## src/rtl/reset_controller.sv

```systemverilog
// Board reset sequencer: stretches external reset, debounces a push-button, drives SOC reset_o/ready_o.
// Latency: reset_o low CYCLES edges after `reset` falls; press to reset_o high is 2+DEBOUNCE_CYCLES+1 edges.
// No flow control; all outputs are registered levels. Optional RESET_CAUSE_EN adds cause and press-count ports.
module reset_controller #(
    parameter int CYCLES             = 20,
    parameter int DEBOUNCE_CYCLES    = 1000000,
    parameter bit BUTTON_ACTIVE_HIGH = 1'b1
) (
    input  logic       clk,
    input  logic       reset,
    input  logic       button_i,
    output logic       reset_o,
    output logic       ready_o,
`ifdef RESET_CAUSE_EN
    output logic [1:0] reset_cause_o,
    output logic [7:0] button_reset_count_o,
`endif
    output logic       button_db_o
);

    localparam int DB_W   = $clog2(DEBOUNCE_CYCLES + 1);
    localparam int HOLD_W = (CYCLES > 1) ? $clog2(CYCLES) : 1;

    typedef enum logic [1:0] {HOLD, RUN, WAIT_RELEASE} state_t;

    state_t            state, next_state;
    logic              pressed;
    logic              sync_q1;
    logic              btn_sync;
    logic              btn_db;
    logic [DB_W-1:0]   db_cnt;
    logic [HOLD_W-1:0] hold_cnt;
    logic              db_flip;
    logic              db_fall;
    logic              hold_done;

    assign pressed   = button_i ~^ BUTTON_ACTIVE_HIGH;
    assign db_flip   = (btn_sync != btn_db) && (db_cnt == DB_W'(DEBOUNCE_CYCLES - 1));
    assign db_fall   = db_flip && btn_db;
    assign hold_done = (hold_cnt == HOLD_W'(CYCLES - 1));

    always_ff @(posedge clk or posedge reset) begin
        if (reset) begin
            sync_q1  <= 1'b0;
            btn_sync <= 1'b0;
            btn_db   <= 1'b0;
            db_cnt   <= '0;
        end else begin
            sync_q1  <= pressed;
            btn_sync <= sync_q1;
            if (btn_sync == btn_db) begin
                db_cnt <= '0;
            end else if (db_flip) begin
                btn_db <= btn_sync;
                db_cnt <= '0;
            end else begin
                db_cnt <= db_cnt + 1'b1;
            end
        end
    end

    // Leaving WAIT_RELEASE on the debounced-release edge itself makes the
    // post-release hold exactly CYCLES edges, matching the power-on case.
    always_comb begin
        next_state = state;
        case (state)
            HOLD:         if (hold_done) next_state = btn_db ? WAIT_RELEASE : RUN;
            RUN:          if (btn_db) next_state = WAIT_RELEASE;
            WAIT_RELEASE: if (!btn_db || db_fall) next_state = HOLD;
            default:      next_state = HOLD;
        endcase
    end

    always_ff @(posedge clk or posedge reset) begin
        if (reset) begin
            state    <= HOLD;
            hold_cnt <= '0;
            reset_o  <= 1'b1;
            ready_o  <= 1'b0;
        end else begin
            state    <= next_state;
            hold_cnt <= (state == HOLD && next_state == HOLD) ? hold_cnt + 1'b1 : '0;
            reset_o  <= (next_state != RUN);
            ready_o  <= (next_state == RUN);
        end
    end

    assign button_db_o = btn_db;

`ifdef RESET_CAUSE_EN
    always_ff @(posedge clk or posedge reset) begin
        if (reset) begin
            reset_cause_o        <= 2'b01;
            button_reset_count_o <= 8'd0;
        end else begin
            if (next_state != state && next_state != RUN)
                reset_cause_o <= 2'b10;
            if (state == RUN && next_state == WAIT_RELEASE && button_reset_count_o != 8'hFF)
                button_reset_count_o <= button_reset_count_o + 8'd1;
        end
    end
`endif

endmodule

```

## config.mk

```make
export PLATFORM = sky130hd
export DESIGN_NAME = reset_controller
export DESIGN_NICKNAME = d
export VERILOG_FILES = /design/src/rtl/reset_controller.sv
export SDC_FILE = /design/constraint.sdc
export NUM_CORES = 1
export LEC_CHECK = 0
export BUFFER_PORTS_ARGS = -buffer_cell sky130_fd_sc_hd__buf_2
export CAP_MARGIN = 10
export CORE_UTILIZATION = 59
export DETAILED_ROUTE_END_ITERATION = 7
export HOLD_SLACK_MARGIN = 0.03
export PLACE_DENSITY = 0.85
export SLEW_MARGIN = 40
export SYNTH_ARGS = -nofsm -noshare
export SYNTH_HDL_FRONTEND = slang
export SYNTH_SLANG_ARGS = --single-unit
```

## constraint.sdc

```tcl
create_clock -name clk -period 2.2 [get_ports clk]
set_input_delay 0.33 -clock clk [delete_from_list [all_inputs] [get_ports clk]]
set_output_delay 0.33 -clock clk [all_outputs]
set_load 0.02 [all_outputs]
```

Word-level counts from Yosys, hierarchy flattened
Cells that the tools add are included.
{ "word_totals": {"register_bits": 32, "latch_bits": 0, "ramBits": 0, "rom_bits": 0, "inputBits": 3, "output_inout_bits": 3, "wordCells": 35, "mem_count": 0} }
{ "op_classes": {"add_sub_neg": 2, "multipliers": 0, "div_mod_pow": 0, "n_lt_le_gt_ge": 0, "n_eq_ne": 8, "shift": 0, "muxes": 8, "bitwise_logic": 1, "n_reduce_logical": 8} }
{ "op_table": {"columns": ["cell", "n"], "rows": [
  ["$mux W20", 2],
  ["$add A20 B1 Y20 const B", 1],
  ["$eq A20 B20 Y1 const B", 1],
  ["$mux W2", 4],
  ["$pmux W2 S3", 1],
  ["$add A5 B1 Y5 const B", 1],
  ["$eq A5 B5 Y1 const B", 1],
  ["$mux W5", 1],
  ["$eq A2 B1 Y1 const B", 2],
  ["$logic_not A2 Y1", 2],
  ["$logic_and A1 B1 Y1", 3],
  ["$eq A2 B2 Y1 const B", 1],
  ["$ne A2 B1 Y1 const B", 1],
  ["$reduce_and A2 Y1", 1],
  ["$eq A1 B1 Y1", 1],
  ["$logic_not A1 Y1", 1],
  ["$logic_or A1 B1 Y1", 1],
  ["$ne A1 B1 Y1", 1],
  ["$not A1 Y1", 1]
]} }

Longest topological paths before layout
Gate-level depths: netlist (run 1).
{ "logic_depth": {"word_depth": 9, "mapped_depth": 6, "depth_no_buf": 5} }

Least setup slack after synthesis (run 1)
Ideal clock, no wire load.
{ "synth_timing": {"path_type": "register to register", "start": "register db_cnt[2]", "end": "register db_cnt[17]", "setup_ns": 0.077, "arrival_ns": 1.485, "required_time_ns": 2.123, "path_slack_ns": 0.638, "stages_incl_launch_ff": 6, "path_buffers": 1, "synth_period_minus_slack_ns": 1.562, "path_cell_list": "dfrtp_1 nand4_1 or2_1 buf_6 or4_1 a21oi_1"} }
{ "synth_between": {"elab_chain_cells": 4, "elab_cells_between_ends": 5, "classes_between": "add/sub: 1; eq/ne: 1; mux: 2; reduce/logical: 1"} }
{ "synth_lines": {"columns": ["item", "line", "rtl"], "rows": [
  ["start, declared", "31", "logic [DB_W-1:0] db_cnt;"],
  ["start signal, assigned", "57", "db_cnt <= db_cnt + 1'b1;"],
  ["parallel branches: the longest is 2 deep, another holds $add A20 B1 Y20", null, null],
  ["$mux W20 *", "53", "end else if (db_flip) begin"],
  ["$mux W20 *", "51", "if (btn_sync == btn_db) begin"]
]} }
Mark *: on every way between the ends.
A chain may end at the register's enable or synchronous reset.

Worst setup path in the final report (run 1)
{ "layout_timing": {"start": "register db_cnt[16]", "end": "register db_cnt[19]"} }
The elaborated chain is that of the path after synthesis.

==> impl_metrics.yaml, run 1 <==
cells_and_area:
  fin_nets: 160
  synthToLayoutAreaGrowth_pct: 9.45
  regArea_um2: 802
  design_area_um2: 1610
  drive_above_1_share_pct: 13.5
  n_antenna_cell: 0
  fin_util_pct: 70.6
  multiInputGateArea_um2: 632
  nFillCells: 164
floorplan:
  fp.dieW_um: 51.9
  die_h_um: 51.9
  die_area_um2: 2690
  core_area_um2: 2280
  ios: 6
  rows: 17
  start_util_pct: 64.5
clock_tree:
  clock_latency_ps: 330
  postCtsSetupRepairBufs: 0
  cts_resized: 0
  clock-sinks: 32
  cts_tree: "done"
  cts_root_buffer: "clkbuf_4"
  hold_buffers: 0
  clk_pin_slew_ps: 100
  htreeDepth: 2
  cts_made_buffers: 5
  cts_buffer_depth: 2
route:
  drc: 0
  vias_per_cell: 5.94
  postRouteAntennaNets: 0
  finalWirelength_mm: 2.63
  wl_per_cell_um: 14.3
  num_vias: 1093
  detail_route.iter0.violations: 33
  first_pass_iters: 4
place:
  dpl_cell_area_um2: 1530
  gp_congestion: 0.855
  numPortBuffers: 5
  pre_cts_slack_ps: 469
  post-dp-hpwl_mm: 1.89
synthesis:
  syn-num-nets: 149
  yosys.area.top_type: "dfrtp_1"
  ys_types: 33
  netlist_instances: 144
  ys_seq_elements: 32
  syn_avg_cell_area_um2: 10.2
  synth.area.top_cells: "dfrtp_1 (53%), xor2_1 (6.6%), nor2_1 (5.1%)"
  seq_area_frac_synth_pct: 54.6
  synth_area_um2: 1470
  synth_top_area_share_pct: 52.8
  yosysWarnings: 0
global_routing:
  grt_pass1_wl_mm: 4.69
  grt_overflow: 0
  grt_pass1_vias: 1123
  track_usage_pct: 25.3
  grt_antenna_before_repair: 0
  grt_max_degree: 33
critical_path:
  end_kind: "register"
  cp.required_ps: 2400
  start_kind: "register"
  path_class: "register to register"
  worstPathArrival_ps: 1960
  cp_max_fo: 20
timing:
  hold_violations: 0
  setup_tns_ps: 0
  finalCritPeriodShare_pct: 80.1
  slew_viol_final: 0
  setup-violations-final: 0
  skew_ps: 8.15
  layout_setup_ws_ps: 437
  rsz0062_at_grt: "no"
  max_slew.worst_pin.slew_ps: 384
  relSlewSlack_pct: 74.4
  period_minus_slack_ps: 1760
  fmax_mhz: 567
power_and_ir_drop:
  leakage_nw: 0.683
  power_density_nw_per_um2: 665
  ir_drop_v: 0.000701
outcome:
  status: "complete, no violations"
hold_path:
  hp-class: "primary input to async pin"
flow_run:
  drv_cap: 0
power by group:
group / switching [W] / internal (W)
clock: 0.000202 / 0.000237
combinational: 0.0000218 / 0.00000879
sequential: 0.00000659 / 0.000594
total: 0.000230 / 0.000840
layout by cell type, fill, tap and decap left out, drive strengths merged, types with 2 or more instances in the layout:
cell and count:
clkbuf 5, or4 2, xor2 11, or3 5
o31ai 3, a21oi 7, xnor2 4, nor4 3
nand4 3, nand2 9, nor2 20, and3 3
and2 2, o21ai 4, and4 2, dfrtp 31
ha 2, buf 7, inv 5, nand3 11
nor3 4, nand2b 2
Yosys cell counts, drive strengths merged:
| cell type | instances |
|---|---|
| dfrtp | 31 |
| nor2 | 20 |
| nand3 | 11 |
| xor2 | 11 |
| nand2 | 9 |
| a21oi | 7 |
| inv | 5 |
| or3 | 5 |
| nor3 | 4 |
| o21ai | 4 |
| xnor2 | 4 |
| and3 | 3 |
| buf | 3 |
| nand4 | 3 |
| nor4 | 3 |
| o31ai | 3 |
| and2 | 2 |
| and4 | 2 |
| ha | 2 |
| nand2b | 2 |
| or4 | 2 |
| a31oi | 1 |
| dfstp | 1 |
| mux2 | 1 |
| nor4b | 1 |
| o32ai | 1 |
| o41ai | 1 |
| or2 | 1 |
| or4b | 1 |
through the flow:
step                hold slack [ps]  power [W]  std cells
global route                   80.9    0.00111        184
CTS                            56.2    0.00108        184
floorplan                       331   0.000633        144
detailed placement              350   0.000644        176
global placement                332   0.000642        176
finish                         56.8    0.00107        184
logic make-up after synthesis:
family          after synthesis  synth area share (%)
flops                        32                  54.6
simple gates                 69                  24.4
mux                           1                 0.767
xor+xnor                     15                  8.94
buf+inv                       8                  2.73
fa+ha+maj                     2                  1.70
compound gates               17                  6.90
layout make-up:
cell class,instances,area share (%)
repair buffers,7,2.49
inverters,5,1.17
flip-flops and latches,32,49.9
well taps,28,2.18
multi-input cells,104,39.3
clock buffers,5,2.33
clock inverters,3,2.65
critical path, stage by stage, from the launching register on:
cell and delay (ps):
dfrtp_1 410, nand3_1 140, or3_1 440, o31ai_2 280, buf_4 280, a21oi_1 80
state kept, by name (all words and copies together), names as in the netlist:
register and count:
reset_o 1, hold_cnt 5, db_cnt 20, sync_q1 1
btn_sync 1, ready_o 1, button_db_o 1, state 2
per-layer routing:
layer	wire length [um]	global-route usage, %	up-vias
met4	52	14.9	0
met3	102	6.73	4
met2	1350	41.5	23
li1	-	-	529
met5	0	0	-
met1	1130	29.5	537
final timing paths:
| path | startpoint | slack [ps] | depth (start not counted) | end |
|---|---|---|---|---|
| max reg2reg | db_cnt[16] | 440 | 5 | db_cnt[19] |
| max | db_cnt[16] | 440 | 5 | db_cnt[19] |
| min | reset | 60 | 3 | hold_cnt[0] |
| max in group asynchronous | reset | 1830 | 3 | reset_o |
| min reg2reg | sync_q1 | 360 | 0 | btn_sync |
| min in group clk | button_i | 100 | 1 | sync_q1 |
No activity file was read; power rests on OpenSTA's default activity.
==> inputs of run 2 (changes only) <==
CORE_UTILIZATION = 53   (was 59)
PLACE_DENSITY = 0.81   (was 0.85)
clock period = 1.5 ns   (was 2.2 ns; I/O delays follow)
==> impl_metrics.yaml, run 2 (synthesized netlist as in run 1, its figures left out) <==
place:
  post-dp-hpwl_mm: 2.12
  dpl_cell_area_um2: 1720
  gp_congestion: 0.753
  pre_cts_slack_ps: -153
  numPortBuffers: 5
clock_tree:
  cts_tree: "done"
  cts_root_buffer: "clkbuf_4"
  cts_made_buffers: 5
  htreeDepth: 2
  clock_latency_ps: 340
  clock-sinks: 32
  cts_buffer_depth: 2
  clk_pin_slew_ps: 100
floorplan:
  fp.dieW_um: 54.6
  ios: 6
  core_area_um2: 2540
  die_h_um: 54.6
  rows: 18
  start_util_pct: 57.7
  die_area_um2: 2990
route:
  first_pass_iters: 4
  vias_per_cell: 5.72
  wl_per_cell_um: 15.7
  finalWirelength_mm: 3.51
  num_vias: 1276
  detail_route.iter0.violations: 26
  drc: 0
  postRouteAntennaNets: 0
power_and_ir_drop:
  netSwitchingPower_w: 0.000358
  share_comb_of_total_power_pct: 5.5
  ir_drop_v: 0.000902
  switching_share_pct: 20.8
  internal-power_w: 0.00136
  leakage_nw: 0.906
  pwr-share-clk_pct: 43.3
  seq_power_share_pct: 51.2
  power_density_nw_per_um2: 850
timing:
  finalCritPeriodShare_pct: 107
  relSlewSlack_pct: 73.6
  rsz0062_at_grt: "yes"
  fmax_mhz: 620
  fin_worst_hold_slack_ps: 358
  period_minus_slack_ps: 1610
  setup-violations-final: 22
  skew_ps: 4.94
  hold_violations: 0
  max_slew.worst_pin.slew_ps: 396
  slew_viol_final: 0
  layout_setup_ws_ps: -112
critical_path:
  path_class: "register to register"
  cp-endpoint: "db_cnt[19]"
  r2r_cells: 4
  start_kind: "register"
  critPathLaunch: "db_cnt[6]"
  end_kind: "register"
  cp_max_fo: 8
  worstPathArrival_ps: 1880
  cp.required_ps: 1770
  r2r-end: "db_cnt[19]"
  regToRegStartpoint: "db_cnt[6]"
  r2r_slack_ps: -110
global_routing:
  grt_max_degree: 33
  grt_pass1_wl_mm: 5.70
  grt_pass1_vias: 1310
  grt_antenna_before_repair: 0
  track_usage_pct: 28.1
  grt_overflow: 0
cells_and_area:
  nFillCells: 158
  design_area_um2: 2020
  final_common_cell: "buf_4"
  largest_reg_flops: 20
  n_antenna_cell: 0
  regArea_um2: 802
  reg_top3: "db_cnt: 20 flops, hold_cnt: 5 flops, state: 2 flops"
  fin_nets: 197
  fin_util_pct: 79.3
  largest_register: "db_cnt"
  drive_above_1_share_pct: 40.4
  mostFrequentLayoutCells: "buf_4 (34), dfrtp_1 (31), nor2_1 (14)"
  multiInputGateArea_um2: 731
  synthToLayoutAreaGrowth_pct: 37.4
hold_path:
  hp-class: "register to register"
outcome:
  status: "finished with violations"
  violations: "negative setup slack"
flow_run:
  drv_cap: 0
[run 2: repair_timing]
item,in CTS,in global routing
pin swaps,15,4
setup buffers,7,2
gates resized for setup,21,9
cloned,1,0
endpoints found under the hold margin,32,0
setup endpoints to repair,22,22
hold buffers,2,0
[run 2: worst min path at each step]
stage	start	endpoint	cells past startpoint
global placement	reset	db_cnt[16]	3
CTS	sync_q1	btn_sync	0
finish	sync_q1	btn_sync	0
global route	sync_q1	btn_sync	0
detailed placement	reset	state[0]	3
floorplan	button_i	sync_q1	0
[run 2: cell type report]
cell class                      instances  area share [%]
Clock buffer                            7            3.22
Clock inverter                          1            1.49
Inverter                                5           0.930
Multi-Input combinational cell        104            36.2
Sequential cell                        32            39.7
Tap cell                               30            1.86
Timing Repair Buffer                   44            16.6
[run 2: metal layers]
metal	up-vias	wire length [um]	global-route usage, %
met2	28	1810	48.0
li1	604	-	-
met1	632	1440	32.0
met3	12	163	6.94
met5	-	0	0
met4	0	97	14.5
[run 2: per-stage QoR]
stage	total power [W]	TNS, ps	instances
global placement	0.000954	-744	203
floorplan	0.000928	-18.9	144
global route	0.00177	-3870	223
detailed placement	0.000959	-2570	203
CTS	0.00172	-1500	221
finish	0.00172	-2010	223
[run 2: power by group through the flow]
stage / Combinational, W / Sequential, W / Clock [W]
after floorplan: 0.0000319 / 0.000896 / 0
after global placement: 0.0000595 / 0.000895 / 0
after detailed placement: 0.0000634 / 0.000896 / 0
after CTS: 0.0000898 / 0.000879 / 0.000748
after global routing: 0.000105 / 0.000880 / 0.000783
final: 0.0000945 / 0.000878 / 0.000743
[run 2: worst max-delay path, stage by stage, from the launching register on]
cell,delay [ps]
dfrtp_1,430
nand4_1,170
or2_4,300
or4b_1,480
a21oi_1,150
==> inputs of run 3 (changes only) <==
PLACE_DENSITY = 0.72   (was 0.81)
SLEW_MARGIN = not set   (was 40)
clock period = 1.3 ns   (was 1.5 ns; I/O delays follow)
==> impl_metrics.yaml, run 3 (synthesized netlist as in run 1, its figures left out) <==
critical_path:
  cp.required_ps: 1510
  crit_buf_inv: 2
  cp_top_family: "flip-flops"
  cp_slowest_stage_delay_ps: 410
  path_class: "register to register"
  end_kind: "register"
  worst_path_max_delay_cell: "dfrtp_1"
  start_kind: "register"
  cp_max_fo: 16
  worstPathArrival_ps: 1810
  path_cells: "ha_2, and2_4, buf_4, nand2_4, o31ai_4, buf_12, a21oi_1"
timing:
  fmax_mhz: 626
  skew_ps: 5.63
  relSlewSlack_pct: 73.5
  max_slew.worst_pin.slew_ps: 395
  hold_violations: 0
  rsz0062_at_grt: "yes"
  layout_setup_ws_ps: -296
  period_minus_slack_ps: 1600
  slew_viol_final: 0
  finalCritPeriodShare_pct: 123
  setup-violations-final: 22
  setup_tns_ps: -5980
floorplan:
  die_area_um2: 2990
  start_util_pct: 57.7
  rows: 18
  ios: 6
  core_area_um2: 2540
  fp.dieW_um: 54.6
  die_h_um: 54.6
cells_and_area:
  reg_top3: "db_cnt: 20 flops, hold_cnt: 5 flops, state: 2 flops"
  synthToLayoutAreaGrowth_pct: 42.8
  largest_register: "db_cnt"
  n_antenna_cell: 0
  instances_no_fill: 230
  mostFrequentLayoutCells: "buf_4 (40), dfrtp_1 (30), nor2_1 (20)"
  fin_nets: 204
  final_common_cell: "buf_4"
  largest_reg_flops: 20
  drive_above_1_share_pct: 41.5
place:
  numPortBuffers: 5
  gp_congestion: 0.841
  pre_cts_slack_ps: -276
  dp_cells: 209
  post-dp-hpwl_mm: 2.09
route:
  first_pass_iters: 4
  detail_route.iter0.violations: 21
  vias_per_cell: 5.38
  finalWirelength_mm: 3.38
  route.top_layer_used: "met4"
  drc: 0
  wl_met1_mm: 1.44
  met2_length_mm: 1.76
  met3_length_um: 90
  postRouteAntennaNets: 0
  num_vias: 1237
  wl_per_cell_um: 14.7
clock_tree:
  clock_latency_ps: 330
  cts_root_buffer: "clkbuf_4"
  cts_tree: "done"
  clock-sinks: 32
  clk_pin_slew_ps: 100
  cts_made_buffers: 5
  htreeDepth: 2
  cts_buffer_depth: 2
power_and_ir_drop:
  power_density_nw_per_um2: 886
  ir_drop_v: 0.00103
  leakage_nw: 0.960
global_routing:
  grt_pass1_wl_mm: 4.87
  grt_overflow: 0
  track_usage_pct: 24.5
  grt_antenna_before_repair: 0
  grt_pass1_vias: 1179
  grt_max_degree: 20
hold_path:
  hp-class: "register to register"
flow_run:
  drv_cap: 0
outcome:
  status: "finished with violations"
  violations: "negative setup slack"
-- run 3: cell types whose count changed in the layout (fill, tap and decap cells not counted), sizes merged --
cell,change
buf,+7
clkbuf,-1
clkinv,+1
-- run 3: per-layer routing --
layer  GRT usage [%]  vias to the layer above
met5               0                        -
met1            27.1                      589
met2            41.6                       19
met3            8.61                       11
met4            11.1                        0
li1                -                      618
-- run 3: area by class of cell --
class | instances | area [um^2]
timing repair buffer | 51 | 405
sequential | 32 | 803
clock inverter | 2 | 35.0
fill | 141 | 447
clock buffer | 6 | 41.3
tap | 30 | 37.5
inverter | 5 | 18.8
multi-input combinational | 104 | 757
-- run 3: what timing repair did --
action                                  4_1_cts  5_1_grt
pin swaps                                     6        8
hold endpoints to repair                     32        0
hold buffers                                  2        0
buffers inserted                              4        7
resized for setup                             3       15
endpoints found under the setup margin       22       23
-- run 3: final timing paths --
| kind | from | end | slack (ps) | depth (start not counted) |
|---|---|---|---|---|
| worst max-delay path | db_cnt[0] | db_cnt[15] | -300 | 7 |
| worst min-delay path | sync_q1 | btn_sync | 370 | 0 |
| worst max register to register | db_cnt[0] | db_cnt[15] | -300 | 7 |
| worst min register to register | sync_q1 | btn_sync | 370 | 0 |
| max in group asynchronous | reset | db_cnt[7] | 620 | 4 |
| min in group asynchronous | reset | ready_o | 430 | 4 |
-- run 3: power by group --
part | internal, W | total (W) | switching (W) | leakage, nW
clock | 0.000403 | 0.000737 | 0.000334 | 0.0422
sequential | 0.00101 | 0.00102 | 0.00000997 | 0.424
combinational | 0.0000526 | 0.000107 | 0.0000545 | 0.494
total | 0.00146 | 0.00186 | 0.000399 | 0.960
-- run 3: stage by stage --
step                      cell area [um^2]  util [%]  hold WS, ps  power [W]
final                                 2100      82.4          366    0.00186
after global routing                  2100      82.4          377    0.00192
after CTS                             1970      77.5          366    0.00185
after detailed placement              1840      72.2          212    0.00112
after global placement                1840      72.2          204    0.00111
after floorplan                       1550         -          226    0.00108
